### src/rtl/memory_read_ctrl_if.sv
// Bus bundle for memory_read_ctrl: scheduler start, cell-memory read port B,
// outgoing beat stream and free-list return path.
interface memory_read_ctrl_if #(
  parameter int unsigned ADDR_W     = 10,
  parameter int unsigned BLOCK_BITS = 512
);
  logic                  start_i;
  logic [ADDR_W-1:0]     start_idx_i;
  logic                  start_ready_o;
  logic                  mem_re_o;
  logic [ADDR_W-1:0]     mem_addr_o;
  logic [BLOCK_BITS-1:0] mem_rdata_i;
  logic [63:0]           data_o;
  logic                  data_valid_o;
  logic                  data_begin_o;
  logic                  data_end_o;
  logic                  data_ready_i;
  logic                  fl_free_req_o;
  logic [ADDR_W-1:0]     fl_free_idx_o;
  logic                  fl_free_gnt_i;
  logic                  err_o;

  modport master (
    input  start_i, start_idx_i, mem_rdata_i, data_ready_i, fl_free_gnt_i,
    output start_ready_o, mem_re_o, mem_addr_o, data_o, data_valid_o,
           data_begin_o, data_end_o, fl_free_req_o, fl_free_idx_o, err_o
  );

  modport slave (
    output start_i, start_idx_i, mem_rdata_i, data_ready_i, fl_free_gnt_i,
    input  start_ready_o, mem_re_o, mem_addr_o, data_o, data_valid_o,
           data_begin_o, data_end_o, fl_free_req_o, fl_free_idx_o, err_o
  );
endinterface

### src/rtl/memory_read_ctrl.sv
// Walks a linked list of cells, streams 7x64-bit beats per cell and returns each cell to the free list.
// Optional MEM_RD_PREFETCH_EN: overlap next-cell read and pending free with emission of the current cell.
module memory_read_ctrl #(
  parameter int unsigned ADDR_W     = 10,
  parameter int unsigned BLOCK_BITS = 512
) (
  input  logic              clk,
  input  logic              rst_n,
  memory_read_ctrl_if.master bus
);
  typedef enum logic [2:0] {IDLE, RD_REQ, RD_WAIT, EMIT, FREE} state_e;

  state_e                state_q, state_d;
  logic [ADDR_W-1:0]     curr_idx_q, curr_idx_d;
  logic                  first_cell_q, first_cell_d;
  logic [BLOCK_BITS-1:0] cell_q, cell_d;
  logic [2:0]            beat_cnt_q, beat_cnt_d;
  logic                  ready_en_q;

  logic                  start_ready, mem_re, data_valid, data_begin, data_end, free_req, err;
  logic [ADDR_W-1:0]     mem_addr, free_idx;
  logic [BLOCK_BITS-1:0] cell_sh;
  logic [ADDR_W-1:0]     next_idx;
  logic                  eop, is_last;

`ifdef MEM_RD_PREFETCH_EN
  logic [BLOCK_BITS-1:0] pf_cell_q, pf_cell_d;
  logic                  pf_wait_q, pf_wait_d;
  logic                  issued_q, issued_d;
  logic                  pend_v_q, pend_v_d;
  logic [ADDR_W-1:0]     pend_idx_q, pend_idx_d;
  logic                  err_pend_q, err_pend_d;
`endif

  // Final beat index: eop cells end at last_beat (clamped to 6), others always at 6.
  function automatic logic [2:0] last_of(input logic [BLOCK_BITS-1:0] c);
    logic [2:0] lb;
    lb = c[ADDR_W+4:ADDR_W+2];
    if (!c[ADDR_W]) return 3'd6;
    return (lb > 3'd6) ? 3'd6 : lb;
  endfunction

  assign cell_sh  = cell_q << (64 * beat_cnt_q);
  assign next_idx = cell_q[ADDR_W-1:0];
  assign eop      = cell_q[ADDR_W];
  assign is_last  = (beat_cnt_q == last_of(cell_q));

  always_comb begin
    state_d      = state_q;
    curr_idx_d   = curr_idx_q;
    first_cell_d = first_cell_q;
    cell_d       = cell_q;
    beat_cnt_d   = beat_cnt_q;
    start_ready  = 1'b0;
    mem_re       = 1'b0;
    mem_addr     = curr_idx_q;
    data_valid   = 1'b0;
    data_begin   = 1'b0;
    data_end     = 1'b0;
    free_req     = 1'b0;
    free_idx     = curr_idx_q;
    err          = 1'b0;
`ifdef MEM_RD_PREFETCH_EN
    pf_cell_d    = pf_wait_q ? bus.mem_rdata_i : pf_cell_q;
    pf_wait_d    = 1'b0;
    issued_d     = issued_q;
    pend_v_d     = pend_v_q;
    pend_idx_d   = pend_idx_q;
    err_pend_d   = err_pend_q;
`endif
    unique case (state_q)
      IDLE: begin
        start_ready = ready_en_q;
        if (ready_en_q && bus.start_i) begin
          curr_idx_d   = bus.start_idx_i;
          first_cell_d = 1'b1;
          state_d      = RD_REQ;
        end
      end
      RD_REQ: begin
        mem_re  = 1'b1;
        state_d = RD_WAIT;
      end
      RD_WAIT: begin
        cell_d = bus.mem_rdata_i;
        if (!bus.mem_rdata_i[ADDR_W+1]) begin
          err     = 1'b1;
          state_d = IDLE;
        end else begin
          beat_cnt_d = '0;
          state_d    = EMIT;
`ifdef MEM_RD_PREFETCH_EN
          issued_d   = 1'b0;
`endif
        end
      end
      EMIT: begin
        data_valid = 1'b1;
`ifdef MEM_RD_PREFETCH_EN
        if (!issued_q) begin
          issued_d = 1'b1;
          if (!eop) begin
            mem_re    = 1'b1;
            mem_addr  = next_idx;
            pf_wait_d = 1'b1;
          end
        end
        if (pend_v_q) begin
          free_req = 1'b1;
          free_idx = pend_idx_q;
          if (bus.fl_free_gnt_i) pend_v_d = 1'b0;
        end
        // The one-entry free register must drain before another cell can retire.
        if (is_last && pend_v_q) data_valid = 1'b0;
`endif
        data_begin = data_valid && first_cell_q && (beat_cnt_q == 3'd0);
        data_end   = data_valid && eop && is_last;
        if (data_valid && bus.data_ready_i) begin
          if (is_last) begin
            first_cell_d = 1'b0;
`ifdef MEM_RD_PREFETCH_EN
            if (eop) begin
              state_d = FREE;
            end else if (!pf_cell_q[ADDR_W+1]) begin
              err_pend_d = 1'b1;
              state_d    = FREE;
            end else begin
              pend_v_d   = 1'b1;
              pend_idx_d = curr_idx_q;
              curr_idx_d = next_idx;
              cell_d     = pf_cell_q;
              beat_cnt_d = '0;
              issued_d   = 1'b0;
            end
`else
            state_d = FREE;
`endif
          end else begin
            beat_cnt_d = beat_cnt_q + 3'd1;
          end
        end
      end
      FREE: begin
        free_req = 1'b1;
        if (bus.fl_free_gnt_i) begin
          if (eop) begin
            state_d = IDLE;
          end else begin
            curr_idx_d = next_idx;
            state_d    = RD_REQ;
          end
`ifdef MEM_RD_PREFETCH_EN
          if (err_pend_q) begin
            err        = 1'b1;
            err_pend_d = 1'b0;
            state_d    = IDLE;
          end
`endif
        end
      end
      default: state_d = IDLE;
    endcase
  end

  always_ff @(posedge clk or negedge rst_n) begin
    if (!rst_n) begin
      state_q      <= IDLE;
      curr_idx_q   <= '0;
      first_cell_q <= 1'b0;
      cell_q       <= '0;
      beat_cnt_q   <= '0;
      ready_en_q   <= 1'b0;
`ifdef MEM_RD_PREFETCH_EN
      pf_cell_q    <= '0;
      pf_wait_q    <= 1'b0;
      issued_q     <= 1'b0;
      pend_v_q     <= 1'b0;
      pend_idx_q   <= '0;
      err_pend_q   <= 1'b0;
`endif
    end else begin
      state_q      <= state_d;
      curr_idx_q   <= curr_idx_d;
      first_cell_q <= first_cell_d;
      cell_q       <= cell_d;
      beat_cnt_q   <= beat_cnt_d;
      ready_en_q   <= 1'b1;
`ifdef MEM_RD_PREFETCH_EN
      pf_cell_q    <= pf_cell_d;
      pf_wait_q    <= pf_wait_d;
      issued_q     <= issued_d;
      pend_v_q     <= pend_v_d;
      pend_idx_q   <= pend_idx_d;
      err_pend_q   <= err_pend_d;
`endif
    end
  end

  assign bus.start_ready_o = start_ready;
  assign bus.mem_re_o      = mem_re;
  assign bus.mem_addr_o    = mem_addr;
  assign bus.data_o        = (state_q == EMIT) ? cell_sh[BLOCK_BITS-1 -: 64] : '0;
  assign bus.data_valid_o  = data_valid;
  assign bus.data_begin_o  = data_begin;
  assign bus.data_end_o    = data_end;
  assign bus.fl_free_req_o = free_req;
  assign bus.fl_free_idx_o = free_idx;
  assign bus.err_o         = err;
endmodule

### src/flat_wrapper.sv
// flat-port wrapper written by rule: the top's interface ports become plain ports
module memory_read_ctrl_flat 
#(
  parameter int unsigned ADDR_W     = 10,
  parameter int unsigned BLOCK_BITS = 512
)
  (clk, rst_n, bus_start_i, bus_start_idx_i, bus_mem_rdata_i, bus_data_ready_i, bus_fl_free_gnt_i, bus_start_ready_o, bus_mem_re_o, bus_mem_addr_o, bus_data_o, bus_data_valid_o, bus_data_begin_o, bus_data_end_o, bus_fl_free_req_o, bus_fl_free_idx_o, bus_err_o);
  memory_read_ctrl_if #(.ADDR_W(ADDR_W), .BLOCK_BITS(BLOCK_BITS)) bus_i ();
  input  logic clk;
  input  logic rst_n;
  input wire logic [$bits(bus_i.start_i)-1:0] bus_start_i;
  input wire logic [$bits(bus_i.start_idx_i)-1:0] bus_start_idx_i;
  input wire logic [$bits(bus_i.mem_rdata_i)-1:0] bus_mem_rdata_i;
  input wire logic [$bits(bus_i.data_ready_i)-1:0] bus_data_ready_i;
  input wire logic [$bits(bus_i.fl_free_gnt_i)-1:0] bus_fl_free_gnt_i;
  output wire logic [$bits(bus_i.start_ready_o)-1:0] bus_start_ready_o;
  output wire logic [$bits(bus_i.mem_re_o)-1:0] bus_mem_re_o;
  output wire logic [$bits(bus_i.mem_addr_o)-1:0] bus_mem_addr_o;
  output wire logic [$bits(bus_i.data_o)-1:0] bus_data_o;
  output wire logic [$bits(bus_i.data_valid_o)-1:0] bus_data_valid_o;
  output wire logic [$bits(bus_i.data_begin_o)-1:0] bus_data_begin_o;
  output wire logic [$bits(bus_i.data_end_o)-1:0] bus_data_end_o;
  output wire logic [$bits(bus_i.fl_free_req_o)-1:0] bus_fl_free_req_o;
  output wire logic [$bits(bus_i.fl_free_idx_o)-1:0] bus_fl_free_idx_o;
  output wire logic [$bits(bus_i.err_o)-1:0] bus_err_o;
  assign bus_i.start_i = bus_start_i;
  assign bus_i.start_idx_i = bus_start_idx_i;
  assign bus_i.mem_rdata_i = bus_mem_rdata_i;
  assign bus_i.data_ready_i = bus_data_ready_i;
  assign bus_i.fl_free_gnt_i = bus_fl_free_gnt_i;
  assign bus_start_ready_o = bus_i.start_ready_o;
  assign bus_mem_re_o = bus_i.mem_re_o;
  assign bus_mem_addr_o = bus_i.mem_addr_o;
  assign bus_data_o = bus_i.data_o;
  assign bus_data_valid_o = bus_i.data_valid_o;
  assign bus_data_begin_o = bus_i.data_begin_o;
  assign bus_data_end_o = bus_i.data_end_o;
  assign bus_fl_free_req_o = bus_i.fl_free_req_o;
  assign bus_fl_free_idx_o = bus_i.fl_free_idx_o;
  assign bus_err_o = bus_i.err_o;
  memory_read_ctrl #(.ADDR_W(ADDR_W), .BLOCK_BITS(BLOCK_BITS)) u_core (.clk(clk), .rst_n(rst_n), .bus(bus_i));
endmodule
### config.mk
export PLATFORM = sky130hd
export DESIGN_NAME = memory_read_ctrl_flat
export DESIGN_NICKNAME = d
export VERILOG_FILES = /design/src/rtl/memory_read_ctrl_if.sv /design/src/rtl/memory_read_ctrl.sv /design/src/flat_wrapper.sv
export SDC_FILE = /design/constraint.sdc
export NUM_CORES = 1
export LEC_CHECK = 0
export BUFFER_PORTS_ARGS = -buffer_cell sky130_fd_sc_hd__buf_2
export CORE_AREA = 8 8 235 237
export CTS_CLUSTER_DIAMETER = 50
export CTS_CLUSTER_SIZE = 30
export DETAILED_ROUTE_END_ITERATION = 12
export DIE_AREA = 0 0 243 245
export PLACE_DENSITY_LB_ADDON = 0.12
export SYNTH_ARGS = -nofsm -noshare
export SYNTH_HDL_FRONTEND = slang
export SYNTH_SLANG_ARGS = --single-unit
### constraint.sdc
create_clock -name clk -period 1.8 [get_ports clk]
set_input_delay 0.09 -clock clk [delete_from_list [all_inputs] [get_ports clk]]
set_output_delay 0.09 -clock clk [all_outputs]
set_load 0.05 [all_outputs]
==> results.sh <==
export IMPL_async_reset_ff_share_pct=100
export IMPL_finalHoldViolations=0
export IMPL_cts_sinks=530
export IMPL_m1WireLength_mm=42.6
export IMPL_ant_nets=0
export IMPL_drt_iter0_drc=2910
export IMPL_ctsHtreeMaxLevel=2
export IMPL_vias=27457
export IMPL_via_per_inst=5.84
export IMPL_slew_violations=0
export IMPL_io_pins=618
export IMPL_synth_top_area_cell="dfrtp_1"
export IMPL_die_w_um=243
export IMPL_syn_nets=3193
export IMPL_drt_wl_total_mm=128
export IMPL_fin_nets=4472
export IMPL_total_power_mw=85.7
export IMPL_vdd_ir_drop_max_v=0.00143
export IMPL_crit_fanout=7
export IMPL_drv_cap=0
export IMPL_track_usage_pct=34.8
export IMPL_finalCritPeriodShare_pct=148
export IMPL_rsz0062_at_grt="yes"
export IMPL_cp_start_kind="flop"
export IMPL_yosysSeqAreaShare_pct=54.6
export IMPL_drive_gt1_share_pct=42.1
export IMPL_cts_buffers=54
export IMPL_post_route_drc_count=0
export IMPL_skew_ns=0.0474
export IMPL_endpoint_kind="output port"
export IMPL_synthFlopType="dfrtp_1"
export IMPL_worst_ep_required_time_ns=1.71
export IMPL_finalSetupTns_ns=-153.68
export IMPL_hold_path_class="input port to asynchronous set/reset pin"
export IMPL_highest_layer="met5"
export IMPL_power_density_nw_per_um2=2040
export IMPL_synth_top_area_share_pct=54.6
export IMPL_route_met2_wl_mm=59.7
export IMPL_dr_wl_met3_mm=13.2
export IMPL_dpl_hpwl_mm=69.0
export IMPL_setup_viol=598
export IMPL_clk_latency_ns=0.66
export IMPL_netlist_instances=2664
export IMPL_leakage_nw=20.9
export IMPL_avgSynthCellArea_um2=9.12
export IMPL_final_cell_mix="nand2_1, buf_2, dlygate4sd3_1"
export IMPL_areaGrowthSynthToFinish_pct=72.7
export IMPL_synth_cell_type_count=43
export IMPL_run_status="finished, violations left"
export IMPL_port_buffers=617
export IMPL_root_buffer="clkbuf_16"
export IMPL_core_um2=51700
export IMPL_cts_max_path_buffers=3
export IMPL_syn_area_um2=24300
export IMPL_grt_pass1_vias=26840
export IMPL_worst_pin_slew_ns=0.529
export IMPL_grt_pass1_wl_mm=159
export IMPL_yosys_warnings=0
export IMPL_grt_overflow=0
export IMPL_cts_tree="built"
export IMPL_antenna_found_initial=27
export IMPL_final_seq_area_um2=13300
export IMPL_crit_type="flop to output port"
export IMPL_layout_commonest_cell="nand2_1"
export IMPL_fin_ws_ns=-0.855
export IMPL_multiInputGateArea_um2=12600
export IMPL_cp_arrival_ns=2.57
export IMPL_fmax_ghz=0.377
export IMPL_grt_max_degree=131
export IMPL_n_fill_cell=2722
export IMPL_synth_seq_cells=530
export IMPL_detail_route_wl_per_cell_um=27.3
export IMPL_clkTransAtPathRegs_ns=0.08
export IMPL_place_congestion=0.909
export IMPL_dr_pass1_iters=7
export IMPL_fp_row_count=84
export IMPL_violations="negative setup slack"
export IMPL_synth_edff_count=0
export IMPL_period_minus_slack_ns=2.66
export IMPL_start_util_pct=47.0
export IMPL_dieArea_um2=59500
export IMPL_relSlewSlack_pct=64.7
export IMPL_yosys_top_cells_area="dfrtp_1, nand2_1, mux4_2"
export IMPL_fp_dieH_um=245
critical path, cell delays in order (launching register included):
cell     delay, ns
dfrtp_4       0.55
buf_12        0.19
buf_12        0.15
mux4_2        0.52
nand2_1       0.24
a21oi_4       0.10
buf_6         0.16
stage by stage:
stage | utilization [%] | hold WS, ns | instance area, um^2 | std cells | worst slack (ns)
2_1_floorplan | - | -0.206 | 24400 | 2664 | -0.294
3_5_place_dp | 56.1 | 0.00768 | 29000 | 3903 | -0.181
5_1_grt | 81.2 | 0.120 | 42000 | 4695 | -0.894
4_1_cts | 71.5 | 0.0936 | 37000 | 4548 | -0.847
6_report | 81.2 | 0.121 | 42000 | 4700 | -0.855
3_3_place_gp | 56.1 | 0.0107 | 29000 | 3903 | -0.191
synthesized netlist by cell type (2+ instances only):
library cell,n
a2111oi_2,2
a21oi_1,77
a22oi_1,2
buf_1,9
buf_2,131
buf_4,17
buf_6,8
clkbuf_1,16
dfrtp_1,530
ha_1,2
inv_1,4
mux2i_1,13
mux4_2,128
nand2_1,1673
nand3_1,3
nor2_1,17
nor2b_1,3
nor3_1,2
o21ai_0,3
flip-flops by register name (all words and copies together), names as in the netlist:
name,flops
u_core.state_q,3
u_core.beat_cnt_q,3
u_core.ready_en_q,1
u_core.cell_q,512
u_core.first_cell_q,1
u_core.bus.fl_free_idx_o,10
path summary, 6_finish.rpt:
check | endpoint | from | slack [ns] | cells past startpoint
worst max-delay path | bus_data_o[0] | u_core.beat_cnt_q[0] | -0.86 | 6
worst min-delay path | u_core.cell_q[166] | rst_n | 0.12 | 3
worst max register to register | u_core.cell_q[232] | u_core.state_q[2] | -0.33 | 10
worst min register to register | u_core.cell_q[50] | u_core.cell_q[50] | 0.48 | 2
max in group asynchronous | u_core.bus.fl_free_idx_o[3] | rst_n | 1.10 | 4
min in group clk | u_core.cell_q[412] | bus_mem_rdata_i[412] | 0.17 | 4
where the power goes:
group	switching, mW	total (mW)	leakage (nW)	internal, mW
Sequential	5.63	23.5	6.49	17.9
Combinational	27.9	49.0	13.4	21.1
Clock	6.31	13.2	1.01	6.89
cell type report:
| type | instances | area share [%] |
|---|---|---|
| Multi-Input combinational cell | 1947 | 29.9 |
| Timing Repair Buffer | 1404 | 31.2 |
| Clock inverter | 46 | 1.66 |
| Antenna cell | 23 | 0.137 |
| Sequential cell | 530 | 31.6 |
| Inverter | 6 | 0.0954 |
| Clock buffer | 56 | 3.31 |
| Tap cell | 688 | 2.05 |
logic make-up (layout without fill, tap and decap cells):
| group | count (synthesis) | after routing | synth area share [%] |
|---|---|---|---|
| AND/OR/NAND/NOR | 1708 | 1708 | 26.6 |
| flip-flops | 530 | 530 | 54.6 |
| buffers and inverters | 187 | 1512 | 4.08 |
| multiplexers | 141 | 141 | 12.4 |
| AO/OA/AOI/OAI | 94 | 94 | 2.23 |
| adder cells (fa/ha/maj) | 2 | 2 | 0.103 |
| other | 1 | 24 | 0.0154 |
| XOR/XNOR | 1 | 1 | 0.0360 |
routing by layer:
metal,global-route usage [%],vias to the layer above
li1,-,11093
met1,39.8,13229
met2,56.6,2324
met3,8.62,801
met4,26.2,10
met5,0,-
what timing repair did:
item / in CTS / in global routing
hold buffers: 527 / 0
endpoints found under the hold margin: 996 / 0
endpoints found under the setup margin: 72 / 428
setup buffers: 16 / 47
pin swaps: 9 / 518
cloned: 0 / 86
gates resized for setup: 147 / 848
Note: power is estimated with default switching activity, not from simulation.
